==> config.mk <==
export PLATFORM = sky130hd
export DESIGN_NAME = bcd_scan_counter
export DESIGN_NICKNAME = d
export VERILOG_FILES = /design/src/rtl/bcd_pkg.sv /design/src/rtl/bcd_digit_cnt.sv /design/src/rtl/bcd_scan_counter.sv
export SDC_FILE = /design/constraint.sdc
export NUM_CORES = 1
export LEC_CHECK = 0
export CAP_MARGIN = 25
export CELL_PAD_IN_SITES_DETAIL_PLACEMENT = 1
export CELL_PAD_IN_SITES_GLOBAL_PLACEMENT = 1
export CORE_ASPECT_RATIO = 0.5
export CORE_MARGIN = 2
export CORE_UTILIZATION = 33
export DETAILED_ROUTE_END_ITERATION = 10
export GPL_ROUTABILITY_DRIVEN = 1
export PLACE_DENSITY_LB_ADDON = 0.12
export SLEW_MARGIN = 25
export SYNTH_ARGS = -nofsm -noshare
export SYNTH_HDL_FRONTEND = slang
export SYNTH_HIERARCHICAL = 1
export SYNTH_SLANG_ARGS = --single-unit
export TNS_END_PERCENT = 20
==> constraint.sdc <==
create_clock -name clk -period 1.8 [get_ports clk]
set_input_delay 0.18 -clock clk [delete_from_list [all_inputs] [get_ports clk]]
set_output_delay 0.18 -clock clk [all_outputs]
set_load 0.02 [all_outputs]
==> src/rtl/bcd_pkg.sv <==
// Shared types and constants for the two-digit BCD counter and its display scanner.
package bcd_pkg;

  typedef logic [3:0] digit_t;

  typedef enum logic {
    ONES = 1'b0,
    TENS = 1'b1
  } scan_state_t;

  localparam digit_t     BCD_MAX  = 4'd9;
  localparam logic [1:0] SEL_ONES = 2'b01;
  localparam logic [1:0] SEL_TENS = 2'b10;

  // Out-of-range codes load as zero so the counter never leaves valid BCD.
  function automatic digit_t bcd_sanitize(input digit_t d);
    return (d > BCD_MAX) ? digit_t'(0) : d;
  endfunction

endpackage

==> src/rtl/bcd_digit_cnt.sv <==
// One BCD decade: loadable up/down counter with a combinational wrap (carry/borrow) output.
module bcd_digit_cnt
  import bcd_pkg::*;
(
  input  logic   clk,
  input  logic   rst_n,
  input  logic   step,
  input  logic   up,
  input  logic   load,
  input  digit_t load_digit,
  output digit_t digit,
  output logic   wrap
);

  digit_t digit_q;
  digit_t digit_d;

  // wrap is only meaningful while stepping; it feeds the next decade's step.
  always_comb begin
    wrap = 1'b0;
    if (step) begin
      wrap = up ? (digit_q == BCD_MAX) : (digit_q == digit_t'(0));
    end
  end

  always_comb begin
    digit_d = digit_q;
    if (load) begin
      digit_d = bcd_sanitize(load_digit);
    end else if (step) begin
      if (up) begin
        digit_d = wrap ? digit_t'(0) : digit_q + digit_t'(1);
      end else begin
        digit_d = wrap ? BCD_MAX : digit_q - digit_t'(1);
      end
    end
  end

  always_ff @(posedge clk or negedge rst_n) begin
    if (!rst_n) begin
      digit_q <= '0;
    end else begin
      digit_q <= digit_d;
    end
  end

  assign digit = digit_q;

endmodule

==> src/rtl/bcd_scan_counter.sv <==
// Two-digit BCD up/down counter with prescaler, terminal-count pulse and a
// time-multiplexed digit output for a shared seven-segment decoder.
module bcd_scan_counter
  import bcd_pkg::*;
#(
  parameter int PRESCALE = 4,
  parameter int SCAN_DIV = 2
) (
  input  logic       clk,
  input  logic       rst_n,
  input  logic       en,
  input  logic       up,
  input  logic       load,
  input  logic [7:0] load_val,
  output logic [7:0] count,
  output logic [3:0] digit,
  output logic [1:0] sel,
  output logic       tc
);

  localparam int PS_W = (PRESCALE > 1) ? $clog2(PRESCALE) : 1;
  localparam int SD_W = (SCAN_DIV > 1) ? $clog2(SCAN_DIV) : 1;
  localparam logic [PS_W-1:0] PS_LAST = PS_W'(PRESCALE - 1);
  localparam logic [SD_W-1:0] SD_LAST = SD_W'(SCAN_DIV - 1);

  logic [PS_W-1:0] presc_q;
  logic [PS_W-1:0] presc_d;
  logic            step;
  logic            cnt_step;

  digit_t ones_digit;
  digit_t tens_digit;
  logic   ones_wrap;
  logic   tens_wrap;

  logic tc_q;
  logic tc_d;

  scan_state_t     state_q;
  scan_state_t     state_d;
  logic [SD_W-1:0] scan_cnt_q;
  logic [SD_W-1:0] scan_cnt_d;

  // A load wins over a coincident step and restarts the prescale interval.
  always_comb begin
    step     = en && (presc_q == PS_LAST);
    cnt_step = step && !load;
    presc_d  = presc_q;
    if (load) begin
      presc_d = '0;
    end else if (en) begin
      presc_d = step ? '0 : presc_q + PS_W'(1);
    end
  end

  bcd_digit_cnt u_ones (
    .clk        (clk),
    .rst_n      (rst_n),
    .step       (cnt_step),
    .up         (up),
    .load       (load),
    .load_digit (load_val[3:0]),
    .digit      (ones_digit),
    .wrap       (ones_wrap)
  );

  bcd_digit_cnt u_tens (
    .clk        (clk),
    .rst_n      (rst_n),
    .step       (ones_wrap),
    .up         (up),
    .load       (load),
    .load_digit (load_val[7:4]),
    .digit      (tens_digit),
    .wrap       (tens_wrap)
  );

  // Tens only wraps when the ones wrapped too, i.e. 99->00 or 00->99.
  always_comb begin
    tc_d = tens_wrap;
  end

  always_comb begin
    scan_cnt_d = scan_cnt_q + SD_W'(1);
    state_d    = state_q;
    if (scan_cnt_q == SD_LAST) begin
      scan_cnt_d = '0;
      state_d    = (state_q == ONES) ? TENS : ONES;
    end
  end

  always_ff @(posedge clk or negedge rst_n) begin
    if (!rst_n) begin
      presc_q    <= '0;
      tc_q       <= 1'b0;
      state_q    <= ONES;
      scan_cnt_q <= '0;
    end else begin
      presc_q    <= presc_d;
      tc_q       <= tc_d;
      state_q    <= state_d;
      scan_cnt_q <= scan_cnt_d;
    end
  end

  assign count = {tens_digit, ones_digit};
  assign sel   = (state_q == ONES) ? SEL_ONES : SEL_TENS;
  assign digit = (state_q == ONES) ? ones_digit : tens_digit;
  assign tc    = tc_q;

endmodule

==> flow_summary.toml <==
[setup_path]
rr_worst_depth = 8
critPathKind = "reg2out"
reg2reg_slack_ns = 0.08
r2r-start = "u_ones/digit[0]"
critPathArrivalTime_ns = 1.58
end_kind = "primary output"
crit_path_max_fanout = 7
cp.required_ns = 1.62
critPathLaunchType = "flop"
reg2reg_to = "u_tens/digit[3]"

[grt]
grt_usage_pct = 15.5
grt_pass1_vias = 982
grt_first_pass_wirelength_um = 4660
gr-total-overflow = 0
antenna_found_initial = 0
grt_max_degree = 23

[synthesis]
postSynthAreaPerCell_um2 = 9.34
synth_area_leaders = "dfrtp_1, ha_1, mux2_2"
synth_cell_types = 31
synth_top_cell_by_area = "dfrtp_1"
synth.top_cell.area_share_pct = 29.5
postSynthCellCount = 118
syn_area_um2 = 1100
syn_nets = 140
yosys_warnings = 6
synth-seq-cells = 13
yosysSeqAreaShare_pct = 29.5

[timing]
tightest_slew_ns = 0.285
post-route-min-period_ns = 1.76
max_freq_ghz = 0.568
setup_viol = 0
finClkSkew_ns = 0.00357
slew_violations = 0
worst_slack_ns = 0.0406
post-route-period-util_pct = 97.7
slew-limit-headroom_pct = 80.7
hold_viol_final = 0
rsz0062_at_grt = "yes"

[hold_path]
hold_class = "in2async"

[die]
dieArea_um2 = 3850
coreArea_um2 = 3100
die_h_um = 44.9
rows = 14
num_io_pins = 28
die_x_um = 85.7
initial_core_util_pct = 35.6

[power_and_ir_drop]
powerDensity_nw_per_um2 = 570
p_leak_nw = 0.696
peakVddDrop_v = 0.000274

[clock_network]
clk_latency_ns = 0.24
clkSinkCount = 13
htreeDepth = 1
clock_tree.root_cell = "clkbuf_8"
cts_tree = "yes"
cts.clk_slew.worst_paths_ns = 0.06
clockBufferDepth = 2
hold_buffers = 0
cts_buffers = 3

[layout]
n_antenna_cell = 0
drive_above_1_share_pct = 28.1
fin_util_pct = 51.6
syn_to_final_growth_pct = 45.1
layout.nets = 183

[route]
viasPerCell = 5.05
drc = 0
wl_um = 2790
drt_first_pass_iters = 6
via_count = 1009
first_iter_violations = 32
ant_nets = 0
avgRoutedWirePerCell_um = 13.9

[status]
status = "complete, no violations"

[placement]
post-dp-hpwl_um = 2260
io_buffers = 27
preCtsSetupSlack_ns = -0.0997
place.gp.congestion = 0.782

[flow_run]
drv_cap = 0
per-stage QoR:
| step | area [um2] | total power, mW | setup TNS, ns | cells | hold WS, ns |
|---|---|---|---|---|---|
| 6_report | 1600 | 0.911 | 0 | 200 | 0.245 |
| 3_5_place_dp | 1530 | 0.653 | -0.204 | 195 | 0.434 |
| 3_3_place_gp | 1530 | 0.647 | -0.0310 | 195 | 0.424 |
| 4_1_cts | 1570 | 0.917 | 0 | 199 | 0.255 |
| 5_1_grt | 1600 | 0.969 | -0.0144 | 200 | 0.265 |
| 2_1_floorplan | 1120 | 0.504 | -0.0211 | 118 | -0.116 |
power by group:
| part | leakage (nW) | total (mW) | switching (mW) | internal, mW |
|---|---|---|---|---|
| clock network | 0.0228 | 0.262 | 0.105 | 0.156 |
| registers | 0.165 | 0.339 | 0.0276 | 0.311 |
| logic | 0.507 | 0.311 | 0.148 | 0.163 |
| total | 0.696 | 0.911 | 0.281 | 0.631 |
per-layer routing:
| metal | vias up | part of all wire, % | GRT usage, % |
|---|---|---|---|
| met2 | 16 | 46 | 27.0 |
| li1 | 504 | - | - |
| met4 | 0 | 0.36 | 0.952 |
| met5 | - | 0 | 0 |
| met1 | 487 | 51 | 20.5 |
| met3 | 2 | 2.8 | 4.57 |
synthesized netlist by cell type:
master     n
xnor2_1    4
nand3_1    6
nand3b_1   4
a21oi_2    1
a32o_1     2
inv_1     10
nor3_1     2
and3_4     2
a31oi_1    2
o21ai_0    8
buf_6      2
ha_1       9
and4bb_2   2
a311oi_1   2
nand2_1    5
o211ai_4   2
o311ai_0   2
buf_2      3
buf_4      1
mux2i_1    3
clkbuf_1   2
mux2_2     4
xor2_1     3
dfrtp_1   13
a311o_1    2
o22a_1     2
nor3b_2    2
nor2_1    12
a21oi_1    4
nand2b_1   1
or3b_1     1
cells in the final DEF, fill, tap and decap left out, drive strengths merged, types with 5 or more instances in the layout:
cell type and n:
nand3 6, nor2 12, nand2 5, o21ai 8, clkdlybuf4s50 25, buf 19
inv 10, ha 9, dfrtp 13, a21oi 5
worst max path at each step:
| stage | startpoint | to | slack [ns] | cells past startpoint |
|---|---|---|---|---|
| floorplan | u_ones/digit[1] | u_tens/digit[3] | -0.02 | 9 |
| global placement | en | u_tens/digit[3] | -0.03 | 8 |
| detailed placement | en | u_tens/digit[3] | -0.1 | 8 |
| CTS | u_ones/digit[0] | u_tens/digit[0] | 0.02 | 7 |
| global route | u_ones/digit[0] | u_tens/digit[0] | -0.01 | 8 |
| finish | state_q | digit[3] | 0.04 | 2 |
registers in the layout, indices dropped and copies added (netlist names):
register / flops
presc_q: 2
scan_cnt_q: 1
state_q: 1
tc: 1
u_ones/digit: 4
u_tens/digit: 4
worst max-delay path, cell delays in order (launching register included):
cell and delay (ns):
dfrtp_2 0.45, mux2_2 0.35, clkdlybuf4s50_1 0.54
what timing repair did:
item,in CTS,in global routing
buffers inserted,0,1
gates resized for setup,3,6
setup endpoints to repair,6,4
final cells by class:
cell class                 count  area (um2)
multi-input combinational     87         717
sequential                    13         329
tap                           40        50.0
clock buffer                   4        45.0
inverter                      10        40.0
timing repair buffer          46         418
fill                         367        1500
logic make-up after synthesis:
group                      after synthesis  share of synthesized area [%]
and+or+nand+nor                         37                           20.1
AOI/OAI and AO/OA                       27                           19.6
buffers and inverters                   18                           8.17
DFF                                     13                           29.5
adders and majority gates                9                           10.2
xor gates and xnor gates                 7                           5.56
muxes                                    7                           6.81
Note: power is estimated with default switching activity, not from simulation.
